`config.mk`:
```
export PLATFORM = sky130hd
export DESIGN_NAME = trap_ctrl
export DESIGN_NICKNAME = d
export VERILOG_FILES = /design/src/rtl/trap_ctrl.sv
export SDC_FILE = /design/constraint.sdc
export NUM_CORES = 1
export LEC_CHECK = 0
export BUFFER_PORTS_ARGS = -buffer_cell sky130_fd_sc_hd__buf_2
export CAP_MARGIN = 20
export CORE_AREA = 2 2 138 140
export DETAILED_ROUTE_END_ITERATION = 10
export DIE_AREA = 0 0 140 142
export HOLD_SLACK_MARGIN = 0.03
export SYNTH_ARGS = -nofsm -noshare
export SYNTH_HDL_FRONTEND = slang
export SYNTH_SLANG_ARGS = --single-unit
```
`constraint.sdc`:
```
create_clock -name clk -period 2.3 [get_ports clk]
set_input_delay 0.23 -clock clk [delete_from_list [all_inputs] [get_ports clk]]
set_output_delay 0.23 -clock clk [all_outputs]
set_load 0.02 [all_outputs]
```
`src/rtl/trap_ctrl.sv`:
```
// Registered trap arbiter: picks one interrupt or exception, resolves M/S delegation,
// holds a req/ack request to the CSR unit, then runs a timed flush window.
// Optional: define TRAP_CTRL_CNT_EN to add accepted-trap counters exc_cnt / int_cnt.
module trap_ctrl #(
  parameter int XLEN      = 32,
  parameter int NSRC      = 4,
  parameter int FLUSH_CYC = 2
) (
  input  logic              clk,
  input  logic              rst,
  input  logic [NSRC-1:0]   exc_valid,
  input  logic [NSRC*4-1:0] exc_cause,
  input  logic [NSRC*XLEN-1:0] exc_tval,
  input  logic [XLEN-1:0]   inst_pc,
  input  logic              int_allow,
  input  logic [1:0]        prv_cur,
  input  logic              mstatus_mie,
  input  logic              mstatus_sie,
  input  logic [15:0]       mip,
  input  logic [15:0]       mie,
  input  logic [15:0]       medeleg,
  input  logic [15:0]       mideleg,
  input  logic              trap_ack,
  output logic              trap_req,
  output logic [XLEN-1:0]   trap_cause,
  output logic [XLEN-1:0]   trap_val,
  output logic [XLEN-1:0]   trap_epc,
  output logic [1:0]        trap_prv,
  output logic              flush
`ifdef TRAP_CTRL_CNT_EN
  ,
  output logic [31:0]       exc_cnt,
  output logic [31:0]       int_cnt
`endif
);

  localparam int CW = (FLUSH_CYC > 1) ? $clog2(FLUSH_CYC) : 1;

  localparam logic [1:0] IDLE  = 2'd0;
  localparam logic [1:0] PEND  = 2'd1;
  localparam logic [1:0] FLUSH = 2'd2;

  localparam logic [1:0] PRV_U = 2'd0;
  localparam logic [1:0] PRV_S = 2'd1;
  localparam logic [1:0] PRV_M = 2'd3;

  localparam logic [15:0] INT_MASK = 16'h0AAA;
  localparam logic [15:0] MEI_BIT  = 16'h0800;

  logic [1:0]    state;
  logic [CW-1:0] flush_cnt;

  logic [15:0] int_pend;
  logic [15:0] int_deleg;
  logic [15:0] int_en;
  logic        int_hit;
  logic [3:0]  int_code;

  logic            exc_hit;
  logic [3:0]      exc_code;
  logic [XLEN-1:0] exc_tv;

  logic            cand;
  logic            deleg;
  logic [XLEN-1:0] nxt_cause;
  logic [XLEN-1:0] nxt_val;
  logic [1:0]      nxt_prv;

  // MEI can never be delegated, so its mideleg bit is masked off everywhere.
  always_comb begin
    int_pend  = mip & mie & INT_MASK;
    int_deleg = mideleg & ~MEI_BIT;
    for (int k = 0; k < 16; k++) begin
      if (int_deleg[k])
        int_en[k] = int_pend[k] && (prv_cur != PRV_M) && ((prv_cur == PRV_U) || mstatus_sie);
      else
        int_en[k] = int_pend[k] && ((prv_cur != PRV_M) || mstatus_mie);
    end
  end

  // NOTE: every combinational output gets a default first so no path infers a latch.
  always_comb begin
    int_hit  = int_allow && (|int_en);
    int_code = 4'd0;
    if      (int_en[11]) int_code = 4'd11;
    else if (int_en[3])  int_code = 4'd3;
    else if (int_en[7])  int_code = 4'd7;
    else if (int_en[9])  int_code = 4'd9;
    else if (int_en[1])  int_code = 4'd1;
    else if (int_en[5])  int_code = 4'd5;
  end

  // Scan from the top so the lowest valid index overwrites last and wins.
  always_comb begin
    exc_hit  = 1'b0;
    exc_code = 4'd0;
    exc_tv   = '0;
    for (int i = NSRC - 1; i >= 0; i--) begin
      if (exc_valid[i]) begin
        exc_hit  = 1'b1;
        exc_code = exc_cause[4*i +: 4];
        exc_tv   = exc_tval[XLEN*i +: XLEN];
      end
    end
  end

  always_comb begin
    cand = int_hit || exc_hit;
    if (int_hit) begin
      nxt_cause = {1'b1, {(XLEN-5){1'b0}}, int_code};
      nxt_val   = '0;
      deleg     = int_deleg[int_code];
    end else begin
      nxt_cause = {{(XLEN-4){1'b0}}, exc_code};
      nxt_val   = exc_tv;
      deleg     = medeleg[exc_code];
    end
    nxt_prv = (deleg && (prv_cur <= PRV_S)) ? PRV_S : PRV_M;
  end

  // NOTE: sequential state uses non-blocking assignments so every flop samples pre-edge values.
  always_ff @(posedge clk or posedge rst) begin
    if (rst) begin
      state      <= IDLE;
      flush_cnt  <= '0;
      trap_req   <= 1'b0;
      trap_cause <= '0;
      trap_val   <= '0;
      trap_epc   <= '0;
      trap_prv   <= 2'd0;
      flush      <= 1'b0;
    end else begin
      case (state)
        IDLE: begin
          if (cand) begin
            state      <= PEND;
            trap_req   <= 1'b1;
            trap_cause <= nxt_cause;
            trap_val   <= nxt_val;
            trap_epc   <= inst_pc;
            trap_prv   <= nxt_prv;
          end
        end
        PEND: begin
          if (trap_ack) begin
            state     <= FLUSH;
            trap_req  <= 1'b0;
            flush     <= 1'b1;
            flush_cnt <= CW'(FLUSH_CYC - 1);
          end
        end
        FLUSH: begin
          if (flush_cnt == '0) begin
            state <= IDLE;
            flush <= 1'b0;
          end else begin
            flush_cnt <= flush_cnt - CW'(1);
          end
        end
        default: state <= IDLE;
      endcase
    end
  end

`ifdef TRAP_CTRL_CNT_EN
  // A trap counts as accepted on the ack edge; the cause MSB tells interrupts apart.
  always_ff @(posedge clk or posedge rst) begin
    if (rst) begin
      exc_cnt <= '0;
      int_cnt <= '0;
    end else if (state == PEND && trap_ack) begin
      if (trap_cause[XLEN-1]) int_cnt <= int_cnt + 32'd1;
      else                    exc_cnt <= exc_cnt + 32'd1;
    end
  end
`endif

endmodule

```
# --- After elaboration in Yosys (flattened, before gate mapping) ---
# Index checks and enable logic that the tools add are counted.
word_totals:
  regBits: 103
  inputBits: 252
  out_inout_bits: 100
  wordCells: 93
op_classes:
  add_sub_neg: 1
  magnitude_cmp: 3
  n_eq_ne: 6
  n_mux: 43
  n_bitwise: 1
  reduce_logical: 31
op_table:
  columns: ["cell", "n"]
  rows:
  - ["two-way mux 32 bit", 6]
  - ["two-way mux 4 bit", 8]
  - ["logical AND 1 bit", 18]
  - ["two-way mux 1 bit", 17]
  - ["bitwise AND 12 bit", 1]
  - ["< comparator 4 x 5 -> 1 bit (second input constant)", 2]
  - ["AND reduction 3 bit", 3]
  - ["binary-select mux 1 bit (select 4 bit)", 2]
  - ["two-way mux 2 bit", 4]
  - ["inequality test 2 bit (second input constant)", 4]
  - ["two-way mux 3 bit", 2]
  - ["one-hot mux 1 bit (2 select lines)", 3]
  - ["one-hot mux 2 bit (3 select lines)", 1]
  - ["OR reduction 6 bit", 1]
  - ["logical NOT 2 bit", 2]
  - ["AND reduction 2 bit", 2]
  - ["nonzero test 2 bit", 2]
  - ["logical OR 1 bit", 3]
  - ["equality test 2 x 1 -> 1 bit (second input constant)", 1]
  - ["equality test 2 bit (second input constant)", 1]
  - ["<= comparator 2 x 1 -> 1 bit (second input constant)", 1]
  - ["subtractor 1 bit (second input constant)", 1]

# --- Logic depth before layout (Yosys ltp) ---
# Gate-level depths: netlist (run 1).
logic_depth:
  word_depth: 15
  mapped_depth: 10
  depth_no_buf: 8

# --- Worst setup path before layout (run 1) ---
# No wires, ideal clock.
synth_path:
  path_kind: "input to register"
  startpoint: "input port exc_valid[3]"
  endpoint: "register trap_prv[1]"
  setup_time_ns: 0.135
  arrival_time_ns: 1.896
  t_required_ns: 2.165
  slack_ns: 0.269
  path_stages: 9
  n_path_buf: 1
  path_cell_list: "nor2b_2 > buf_4 > a221o_1 > a22oi_1 > nor2_1 > a22o_1 > o31a_1 > o21ai_1 > a31oi_1"
synth_via:
  elab_chain_len: 9
  word_cells_on_any_way: 15
  cone_classes: "mux: 12; reduce/logical: 3"
synth_rtl:
  columns: ["element", "line", "rtl"]
  rows:
  - ["start, declared", "11", "input logic [NSRC-1:0] exc_valid,"]
  - ["two-way mux 4 bit (4 in series)", "99", "if (exc_valid[i]) begin"]
  - ["binary-select mux 1 bit (select 4 bit)", "116", "deleg = medeleg[exc_code];"]
  - ["two-way mux 1 bit (not written as such)", "116", null]
  - ["two-way mux 1 bit", "109", "if (int_hit) begin"]
  - ["logical AND 1 bit", "118", "nxt_prv = (deleg && (prv_cur <= PRV_S)) ? PRV_S : PRV_M;"]
  - ["two-way mux 2 bit", "118", null]
  - ["end signal, assigned", "141", "trap_prv <= nxt_prv;"]
  - ["end, declared", "28", "output logic [1:0] trap_prv,"]
# Parallel ways exist; a longest one is shown, timed or not. The select of a mux whose other input is x is not followed.
# A chain may end at the register's enable or synchronous reset.

# --- Worst setup path after layout (run 1) ---
layout_path:
  startpoint: "input port prv_cur[0]"
  endpoint: "register trap_epc[16]"
layout_via:
  elab_chain_len: 8
  word_cells_on_any_way: 29
  cone_classes: "eq/ne: 1; mux: 5; reduce/logical: 23"
layout_rtl:
  columns: ["element", "line", "rtl"]
  rows:
  - ["start, declared", "16", "input logic [1:0] prv_cur,"]
  - ["inequality test 2 bit / logical NOT 2 bit (equally long branches)", null, null]
  - ["logical OR 1 bit / logical AND 1 bit (equally long branches)", null, null]
  - ["logical AND 1 bit, on equally long branches", "77, 75", null]
  - ["two-way mux 1 bit", "74", "if (int_deleg[k])"]
  - ["OR reduction 6 bit *", "83", "int_hit = int_allow && (|int_en);"]
  - ["logical AND 1 bit *", "83", null]
  - ["logical OR 1 bit *", "108", "cand = int_hit || exc_hit;"]
  - ["AND reduction 2 bit (no line) *", null, null]
  - ["end signal, assigned", "140", "trap_epc <= inst_pc;"]
  - ["end, declared", "27", "output logic [XLEN-1:0] trap_epc,"]
# Every way passes the cells marked *; elsewhere a longest branch is shown, timed or not.

==> reports/qor.csv, run 1 <==
metric,value,unit
top-count cell post-synth,nand2_1,
Crit path required time,2.57,ns
TNS Setup,0,ns
Placer Congestion,0.8610,
setup ws final,0.4635,ns
Area Overhead vs Synth,43.80,%
cell accounting for the most synthesized area,dfrtp_1,
max incr delay on CP,0.37,ns
CP Capture Type,register,
"antenna viol nets, final",0,
diodes inserted,0,
DRC viols,15,
CTS Buf Count,9,
"top cells by area, synth","dfrtp_1 42%, nand2_1 13%, a21oi_1 8.2%",
fraction of layout cells with a size suffix above 1,0.3837,
number of flops mapped to enable cells by yosys,0,
Final Setup Violations,0,
clock slew at reported path FFs,0.06,ns
gr ovfl total,0,
grt met2 use,0.2499,
starting density of the core,0.2454,
synth unique cells,48,
# rows,50,
Setup crit start kind,input port,
routed wire length,15650,um
top post-synthesis cells by count,"152 x nand2_1, 76 x dfrtp_1, 76 x nor2_1",
Clock Sinks,76,
Max-Cap Viols,0,
largest net degree at the start of global routing,65,
later-pin clock latency in the skew report,0.34,ns
First-pass DRT Iterations,9,
WS Path Type,input port to register,
met3 Resource Use GR,0.03197,
Period minus WS final,1.837,ns
Die ar.,0.01988,mm^2
clock root buffer,clkbuf_16,
register area share after synthesis,0.4200,
CP most frequent cell,nand2_1,
synthesis warning total,0,
min-delay worst type,input port to register,
total power,7294,uW
first-pass GRT wire length,23780,um
Top Usage Layer GRT,met2,
Die Ht,142,um
failing checks,design-rule violations,
vias in the first global route,4536,
hold_sp,inst_pc[5],
dpl ws,0.09586,ns
ys async rst share,1.000,
vias per inst,4.468,
worst relative slew slack,0.6014,
Crit path max-delay family,compound AO/OA/AOI/OAI gates,
final hold vios,0,
placed cell count,1098,
final slew viol count,0,
met1 track utilization from global routing,0.1936,
GRT Util Overall,0.1524,
status,"finished, violations left",
RSZ-0062 raised after global routing,false,
Nets,1128,
Die X,140,um
DR vias,4982,
Max IR drop VDD,0.6648,mV
Worst Path Max Fanout,32,
count of input and output buffers,295,
total core area,0.01846,mm^2
most common flop cell mapped by yosys,dfrtp_1,
Top-Level Pins,352,
fin util,0.3528,
"Cell Chain, Critical Path",buf_2 > nand2b_1 > a21o_1 > a211o_1 > nand3_2 > o21ai_4 > a21oi_4 > buf_4 > nand2_1 > nand2_1,
Critical-path top delay cell,buf_4,
H-tree depth,3,
clk_skew,0.007462,ns
post-CTS sizing,0,
power density over the cells,1120,mW/mm^2
Worst Path Buf+Inv,2,
routed len/inst,14.03,um
Synth top area share,0.4200,
post-synthesis register bit count,76,
Max Root-Sink Buffers,2,
Mapped Area,0.004528,mm^2
setup bufs post-CTS,0,
Pleak,0.003452,uW
Post-Layout Cell Count,1115,
Post-Syn Instances,593,
CTS Hold Bufs,1,
Setup crit start,prv_cur[0],
CTS tree,done,
fmax,0.5445,GHz
syn_area_per_cell,7.636,um^2
reg-to-reg startpoint,state[0]$_DFFE_PP0P_,
drt first-iter violations,212,
CP arrival,2.11,ns
Tcrit/Tclk final,0.7985,
Slew @ Worst Pin,0.5978,ns
initial antenna violation count,0,
placed wire-length estimate,12330,um
-- tightest hold or removal path, delay by kind of cell --
family | cells | cell delay (ns)
buffers and inverters | 1 | 0.07
AND/OR/NAND/NOR | 2 | 0.08
-- worst paths after layout --
path                                            end  slack [ns]  cells after the start
hold reg to reg             trap_prv[0]$_DFFE_PP0P_        0.46                      1
setup reg to reg           trap_epc[16]$_DFFE_PP0P_        0.69                      5
min in group asynchronous  trap_epc[13]$_DFFE_PP0P_        0.46                      3
setup / recovery           trap_epc[16]$_DFFE_PP0P_        0.46                     10
hold / removal              trap_epc[5]$_DFFE_PP0P_        0.08                      3
max in group asynchronous   trap_val[1]$_DFFE_PP0P_        1.18                      4
-- metal layers --
layer | up-vias | share of wire
li1 | 2544 | -
met1 | 2197 | 0.42
met2 | 208 | 0.47
met3 | 33 | 0.080
met4 | 0 | 0.034
met5 | - | 0
-- cell type report --
type,instances,area (um^2)
clock inverter,6,88.84
tap,234,292.8
fill,1982,11940
multi-input combinational,473,2342
sequential,76,1902
timing repair buffer,311,1637
inverter,5,20.02
clock buffer,10,229.0
-- metrics by stage --
step	instance area [um^2]	hold slack, ns
floorplan	4626	0.3205
global route	6511	0.07288
finish	6511	0.08026
CTS	6511	0.06386
global placement	6183	0.2930
detailed placement	6183	0.2885
-- layout by cell type (no fill, tap or decap), types with 3 or more instances in the layout --
master,Yosys,routed
conb_1,1,27
clkbuf_16,0,9
buf_12,0,3
nand2_1,152,152
o21ai_0,8,8
nor2b_1,3,3
buf_4,28,12
a22oi_1,34,34
nor3b_1,3,3
a31oi_1,3,3
nand3_1,7,7
nand4_1,3,3
a21oi_1,74,74
nand2b_1,4,4
mux2i_1,8,8
inv_1,5,4
nor2_1,76,76
and3_1,3,3
buf_2,12,295
o21ai_1,37,37
dfrtp_1,76,76
-- cells by family after synthesis --
group | share of synthesized area
simple gates | 0.2343
compound gates | 0.2376
flops | 0.4200
buf+inv | 0.08455
mux | 0.02266
other cells | 0.0008282
-- where the power goes --
part / internal (uW) / switching, uW / leakage, uW / total, uW
Sequential: 1980 / 315 / 0.000944 / 2290
Clock: 950 / 576 / 0.000149 / 1530
Combinational: 1160 / 2320 / 0.00236 / 3470
Total: 4090 / 3210 / 0.00345 / 7290
-- registers in the layout (all words and copies together), names as in the netlist --
register and cells:
flush 1, flush_cnt 1, state 2, trap_cause 5
trap_epc 32, trap_prv 2, trap_req 1, trap_val 32
No activity file was read; power rests on OpenSTA's default activity.
==> run 2: changes to the inputs <==
--- a/config.mk
+++ b/config.mk
@@ -7,9 +7,9 @@
 export LEC_CHECK = 0
 export BUFFER_PORTS_ARGS = -buffer_cell sky130_fd_sc_hd__buf_2
 export CAP_MARGIN = 20
-export CORE_AREA = 2 2 138 140
+export CORE_AREA = 2 2 137 139
 export DETAILED_ROUTE_END_ITERATION = 10
-export DIE_AREA = 0 0 140 142
+export DIE_AREA = 0 0 139 141
 export HOLD_SLACK_MARGIN = 0.03
 export SYNTH_ARGS = -nofsm -noshare
 export SYNTH_HDL_FRONTEND = slang
==> constraint.sdc (replaced) <==
create_clock -name clk -period 1.5 [get_ports clk]
set_input_delay 0.15 -clock clk [delete_from_list [all_inputs] [get_ports clk]]
set_output_delay 0.15 -clock clk [all_outputs]
set_load 0.02 [all_outputs]
==> run 2 against run 1 <==
  * The flow finishes with violations (negative setup slack)
  * Sequential power up 53%
  * Core utilization up 5.4 points
  * Register-to-register slack worse by 0.65 ns
  * Clock skew is 0.0030 ns lower
  * Hold slack got worse by 0.033 ns
  * Clock power grew 52%
  * Clock-buffer cell count increased by 1
  * Wire length rose by 9.1%
  * Final area up 14%
  * Worst setup slack worse by 0.52 ns
  * Via count up 7.9%
==> reports/qor.csv, run 2 (synthesis gave the netlist of run 1 again) <==
metric,value,unit,change
status,"finished, violations left",,
failing checks,negative setup slack,,
placed wire-length estimate,12740,um,+3.3%
starting density of the core,0.2479,,+0.002521
DRC viols,0,,-15
reg-to-reg startpoint,state[1]$_DFFE_PP0P_,,
Setup crit start kind,input port,,
most common library cell in the layout ignoring fill and taps,buf_2,,
power density over the cells,1627,mW/mm^2,+45%
worst relative slew slack,0.6578,,+0.05633
diodes inserted,0,,unchanged
Pleak,0.003909,uW,+13%
Period minus WS final,1.556,ns,
gr ovfl total,0,,unchanged
"Cell Chain, Critical Path",buf_2 > nor2b_4 > a22oi_2 > a221oi_4 > buf_6 > mux2_2 > o21ai_1 > o31a_1 > o21ai_2 > a31oi_1,,
Slew @ Worst Pin,0.5123,ns,-0.08558 ns
Top-Level Pins,352,,unchanged
"commonest non-fill, non-tap cells in the layout","293 x buf_2, 150 x nand2_1, 76 x nor2_1, 76 x dfrtp_1, 74 x a21oi_1",,
GRT Util Overall,0.1687,,+0.01634
fraction of layout cells with a size suffix above 1,0.4225,,+0.03882
Die Ht,141,um,-0.70%
worst hold path endpoint,trap_epc[17]$_DFFE_PP0P_,,
setup ws final,-0.05607,ns,-0.5195 ns
H-tree depth,3,,unchanged
first-pass GRT wire length,26200,um,+10%
First-pass DRT Iterations,4,,-5
dpl ws,-0.5048,ns,-0.6007 ns
CP Capture Type,register,,
min-delay worst type,input port to register,,
routed len/inst,14.28,um,+1.8%
Max IR drop VDD,1.105,mV,+66%
clock slew at reported path FFs,0.06,ns,about the same
Fill cells,1895,,-4.4%
later-pin clock latency in the skew report,0.34,ns,about the same
"antenna viol nets, final",0,,unchanged
Final Setup Violations,58,,+58
final hold vios,0,,unchanged
# rows,50,,unchanged
CP arrival,1.81,ns,-0.30 ns
total power,12080,uW,+66%
total core area,0.01827,mm^2,-1.0%
Crit path required time,1.76,ns,-0.81 ns
DP Area,0.006604,mm^2,+6.8%
vias in the first global route,5097,,+12%
TNS Setup,-0.8360,ns,-0.8360 ns
Area Overhead vs Synth,63.97,%,
max incr delay on CP,0.34,ns,-0.03 ns
DR vias,5374,,+7.9%
clock root buffer,clkbuf_16,,
drt first-iter violations,186,,-12%
initial antenna violation count,0,,unchanged
Final Cell Area,0.007425,mm^2,+14%
Max-Cap Viols,0,,unchanged
r2r setup slk,0.04,ns,-0.65 ns
CTS tree,done,,
fmax,0.6426,GHz,
Worst Path Max Fanout,6,,-81%
routed wire length,17070,um,+9.1%
Critical-path top delay cell,mux2_2,,
largest registers,"trap_epc (32), trap_val (32), trap_cause (5)",,
final slew viol count,0,,unchanged
r2r endpoint,trap_cause[0]$_DFFE_PP0P_,,
Post-Layout Cell Count,1195,,+7.2%
Nets,1209,,+7.2%
R2R cell count,5,,unchanged
RSZ-0062 raised after global routing,true,,
Die X,139,um,-0.71%
Max Root-Sink Buffers,2,,unchanged
WS Path Type,input port to register,,
vias per inst,4.497,,+0.65%
count of input and output buffers,295,,unchanged
Tcrit/Tclk final,1.037,,
Die ar.,0.01960,mm^2,-1.4%
CTS Buf Count,9,,unchanged
Clock Sinks,76,,unchanged
largest net degree at the start of global routing,49,,-25%
worst hold stages,3,,unchanged
clk_skew,0.004509,ns,-0.002953 ns
Placer Congestion,0.8120,,-5.7%
hold_sp,inst_pc[17],,
placed cell count,1141,,+3.9%
[run 2: cell types whose count changed in the layout (fill, tap and decap cells not counted), sizes merged]
| cell | previous run | this run |
|---|---|---|
| dlygate4sd3 | 1 | 32 |
| clkinv | 3 | 2 |
| clkbuf | 10 | 12 |
| buf | 310 | 359 |
| clkinvlp | 2 | 1 |
[run 2: worst max-delay path by stage]
stage / slack (ns) / from / to
floorplan: -0.34 / exc_valid[3] / trap_prv[1]$_DFFE_PP0P_
CTS: -0.06 / prv_cur[0] / trap_cause[0]$_DFFE_PP0P_
global route: -0.13 / mstatus_sie / trap_val[0]$_DFFE_PP0P_
finish: -0.06 / exc_valid[2] / trap_prv[1]$_DFFE_PP0P_
global placement: -0.46 / exc_valid[3] / trap_prv[1]$_DFFE_PP0P_
detailed placement: -0.50 / exc_valid[2] / trap_prv[1]$_DFFE_PP0P_
[run 2: cell type report]
class                      instances  area [um^2]  area share
inverter                           5        22.52    0.003033
timing repair buffer             392         2430      0.3273
tap                              234        292.8     0.03943
clock inverter                     4        73.82    0.009943
sequential                        76         1902      0.2562
clock buffer                      11        242.7     0.03269
multi-input combinational        473         2461      0.3315
[run 2: metal layers]
layer / part of all wire / GRT usage
met1: 0.44 / 0.2190
met3: 0.060 / 0.03057
met5: 0 / 0
met4: 0.016 / 0.05529
met2: 0.48 / 0.2855
[run 2: per-stage QoR]
stage,hold slack [ns],utilization
after CTS,0.03016,0.4022
after global routing,0.04155,0.4064
final,0.04708,0.4064
after global placement,0.2175,0.3615
after detailed placement,0.2153,0.3615
after floorplan,0.2405,-
[run 2: where the power goes]
group | total, uW | internal [uW] | switching [uW] | leakage [uW]
Clock | 2330 | 1490 | 837 | 0.000156
Sequential | 3510 | 3030 | 476 | 0.000944
Combinational | 6240 | 2440 | 3800 | 0.00281
Total | 12100 | 6970 | 5110 | 0.00391
[run 2: repair_timing]
action | 4_1_cts | 5_1_grt
cloned | 1 | 1
pin swaps | 10 | 2
gates resized for setup | 13 | 12
setup endpoints to repair | 45 | 72
hold endpoints to repair | 50 | 0
hold buffers | 32 | 0
setup buffers | 4 | 1
[run 2: critical path, delay by kind of cell]
family                 cells  cell delay, ns
muxes                      1            0.34
buffers and inverters      2            0.32
AOI/OAI and AO/OA          6            0.84
and+or+nand+nor            1            0.17
==> run 3: changes to the inputs <==
==> constraint.sdc (replaced) <==
create_clock -name clk -period 1.8 [get_ports clk]
set_input_delay 0.18 -clock clk [delete_from_list [all_inputs] [get_ports clk]]
set_output_delay 0.18 -clock clk [all_outputs]
set_load 0.02 [all_outputs]
==> run 3 against run 2 <==
  * The flow now finishes without violations
  * Core utilization fell by 2.1 points
  * Final area fell by 5.1%
  * Via count fell by 2.4%
  * Critical path depth did not move
  * Register-to-register slack improved by 0.19 ns
  * Sequential power fell by 16%
  * Clock-buffer cell count fell by 1
  * Final cell count fell by 2.4%
  * Critical path type unchanged
  * Largest power group unchanged
  * Highest routed layer unchanged
==> reports/qor.csv, run 3 (synthesis gave the netlist of run 1 again) <==
metric,value,unit,change
status,"finished, final reports clean",,
Post-Layout Cell Count,1166,,-2.4%
most common library cell in the layout ignoring fill and taps,buf_2,,
min-delay worst type,input port to register,,
Period minus WS final,1.679,ns,
Max-Cap Viols,0,,unchanged
Setup crit start,exc_valid[2],,
final hold vios,0,,unchanged
Clock Sinks,76,,unchanged
reg-to-reg startpoint,state[0]$_DFFE_PP0P_,,
dpl ws,-0.2760,ns,+0.2288 ns
Tcrit/Tclk final,0.9330,,
routed len/inst,13.83,um,-3.2%
diodes inserted,0,,unchanged
Area Overhead vs Synth,55.65,%,
Critical-path top delay cell,mux2_2,,
Worst Path Buf+Inv,2,,unchanged
final slew viol count,0,,unchanged
later-pin clock latency in the skew report,0.34,ns,about the same
fraction of layout cells with a size suffix above 1,0.3970,,-0.02548
hold_sp,inst_pc[7],,
Setup crit start kind,input port,,
initial antenna violation count,0,,unchanged
H-tree depth,3,,unchanged
fmax,0.5955,GHz,
# rows,50,,unchanged
"antenna viol nets, final",0,,unchanged
Nets,1179,,-2.5%
hold_ws,0.04642,ns,-0.0006595 ns
DR vias,5244,,-2.4%
total power,9743,uW,-19%
Fill cells,1923,,+1.5%
CP arrival,1.94,ns,+0.13 ns
Placer Congestion,0.7907,,-2.6%
clk_skew,0.003162,ns,-0.001347 ns
Die ar.,0.01960,mm^2,unchanged
clock root buffer,clkbuf_16,,
Final Cell Area,0.007048,mm^2,-5.1%
RSZ-0062 raised after global routing,false,,
Crit path max-delay family,compound AO/OA/AOI/OAI gates,,
CTS Buf Count,9,,unchanged
max incr delay on CP,0.34,ns,about the same
drt first-iter violations,174,,-6.5%
CTS tree,done,,
DP Area,0.006456,mm^2,-2.2%
clock slew at reported path FFs,0.06,ns,about the same
first-pass GRT wire length,25190,um,-3.8%
power density over the cells,1382,mW/mm^2,-15%
largest registers,"trap_epc (32), trap_val (32), trap_cause (5)",,
Crit path required time,2.06,ns,+0.30 ns
placed cell count,1125,,-1.4%
Max IR drop VDD,0.7319,mV,-34%
"commonest non-fill, non-tap cells in the layout","295 x buf_2, 151 x nand2_1, 76 x nor2_1, 76 x dfrtp_1, 74 x a21oi_1",,
starting density of the core,0.2479,,unchanged
Final Setup Violations,0,,-100%
largest net degree at the start of global routing,77,,+57%
routed wire length,16120,um,-5.6%
CP Capture Type,register,,
"Cell Chain, Critical Path",buf_2 > nor2b_4 > a22oi_2 > a221oi_4 > buf_4 > mux2_2 > o21ai_0 > o31a_1 > o21ai_1 > a31oi_1,,
Worst Path Max Fanout,9,,+3
total core area,0.01827,mm^2,unchanged
Die X,139,um,unchanged
vias per inst,4.497,,about the same
gr ovfl total,0,,unchanged
DRC viols,0,,unchanged
Max Root-Sink Buffers,2,,unchanged
Die Ht,141,um,unchanged
Top-Level Pins,352,,unchanged
Pleak,0.003720,uW,-4.8%
placed wire-length estimate,12710,um,-0.24%
count of input and output buffers,295,,unchanged
WS Path Type,input port to register,,
vias in the first global route,4850,,-4.8%
First-pass DRT Iterations,5,,+1
setup ws final,0.1206,ns,+0.1767 ns
GRT Util Overall,0.1610,,-0.007703
-- run 3: path summary, 6_finish.rpt --
| path | to | slack [ns] | cells after the start |
|---|---|---|---|
| setup / recovery | trap_prv[1]$_DFFE_PP0P_ | 0.12 | 10 |
| hold / removal | trap_epc[7]$_DFFE_PP0P_ | 0.05 | 3 |
| setup reg to reg | trap_cause[0]$_DFFE_PP0P_ | 0.23 | 5 |
| hold reg to reg | trap_prv[0]$_DFFE_PP0P_ | 0.46 | 1 |
| max in group asynchronous | trap_val[20]$_DFFE_PP0P_ | 0.95 | 4 |
| min in group asynchronous | trap_epc[29]$_DFFE_PP0P_ | 0.52 | 4 |
-- run 3: where the power goes --
| group | internal [uW] | switching [uW] |
|---|---|---|
| clock | 1360 | 732 |
| combinational | 1740 | 2970 |
| sequential | 2530 | 411 |
-- run 3: final cells by class --
class                      instances  area (um^2)  share of cell area
inverter                           5        22.52            0.003195
tap                              234        292.8             0.04154
clock buffer                      10        229.0             0.03249
clock inverter                     6        112.6             0.01598
multi-input combinational        473         2362              0.3352
timing repair buffer             362         2127              0.3018
sequential                        76         1902              0.2698
-- run 3: worst register-to-register path, cell delays in order, from the launching register on --
cell,delay (ns)
dfrtp_1,0.43
or2_2,0.37
a21oi_4,0.21
nand2_2,0.12
buf_12,0.17
o22a_1,0.16
-- run 3: repair_timing --
action,in CTS,in global routing
setup buffers,0,1
resized for setup,0,1
hold buffers,24,0
endpoints found under the setup margin,0,10
endpoints found under the hold margin,99,0
-- run 3: metal layers --
layer,up-vias,track usage,share of wire
met5,-,0,0
met2,222,0.2792,0.49
met4,0,0.04359,0.012
met3,12,0.03804,0.069
li1,2645,-,-
met1,2365,0.2015,0.43
-- run 3: per-stage QoR --
step,utilization,setup TNS (ns)
2_1_floorplan,-,-0.1649
3_3_place_gp,0.3534,-9.408
3_5_place_dp,0.3534,-11.79
4_1_cts,0.3853,0
5_1_grt,0.3858,0
6_report,0.3858,0
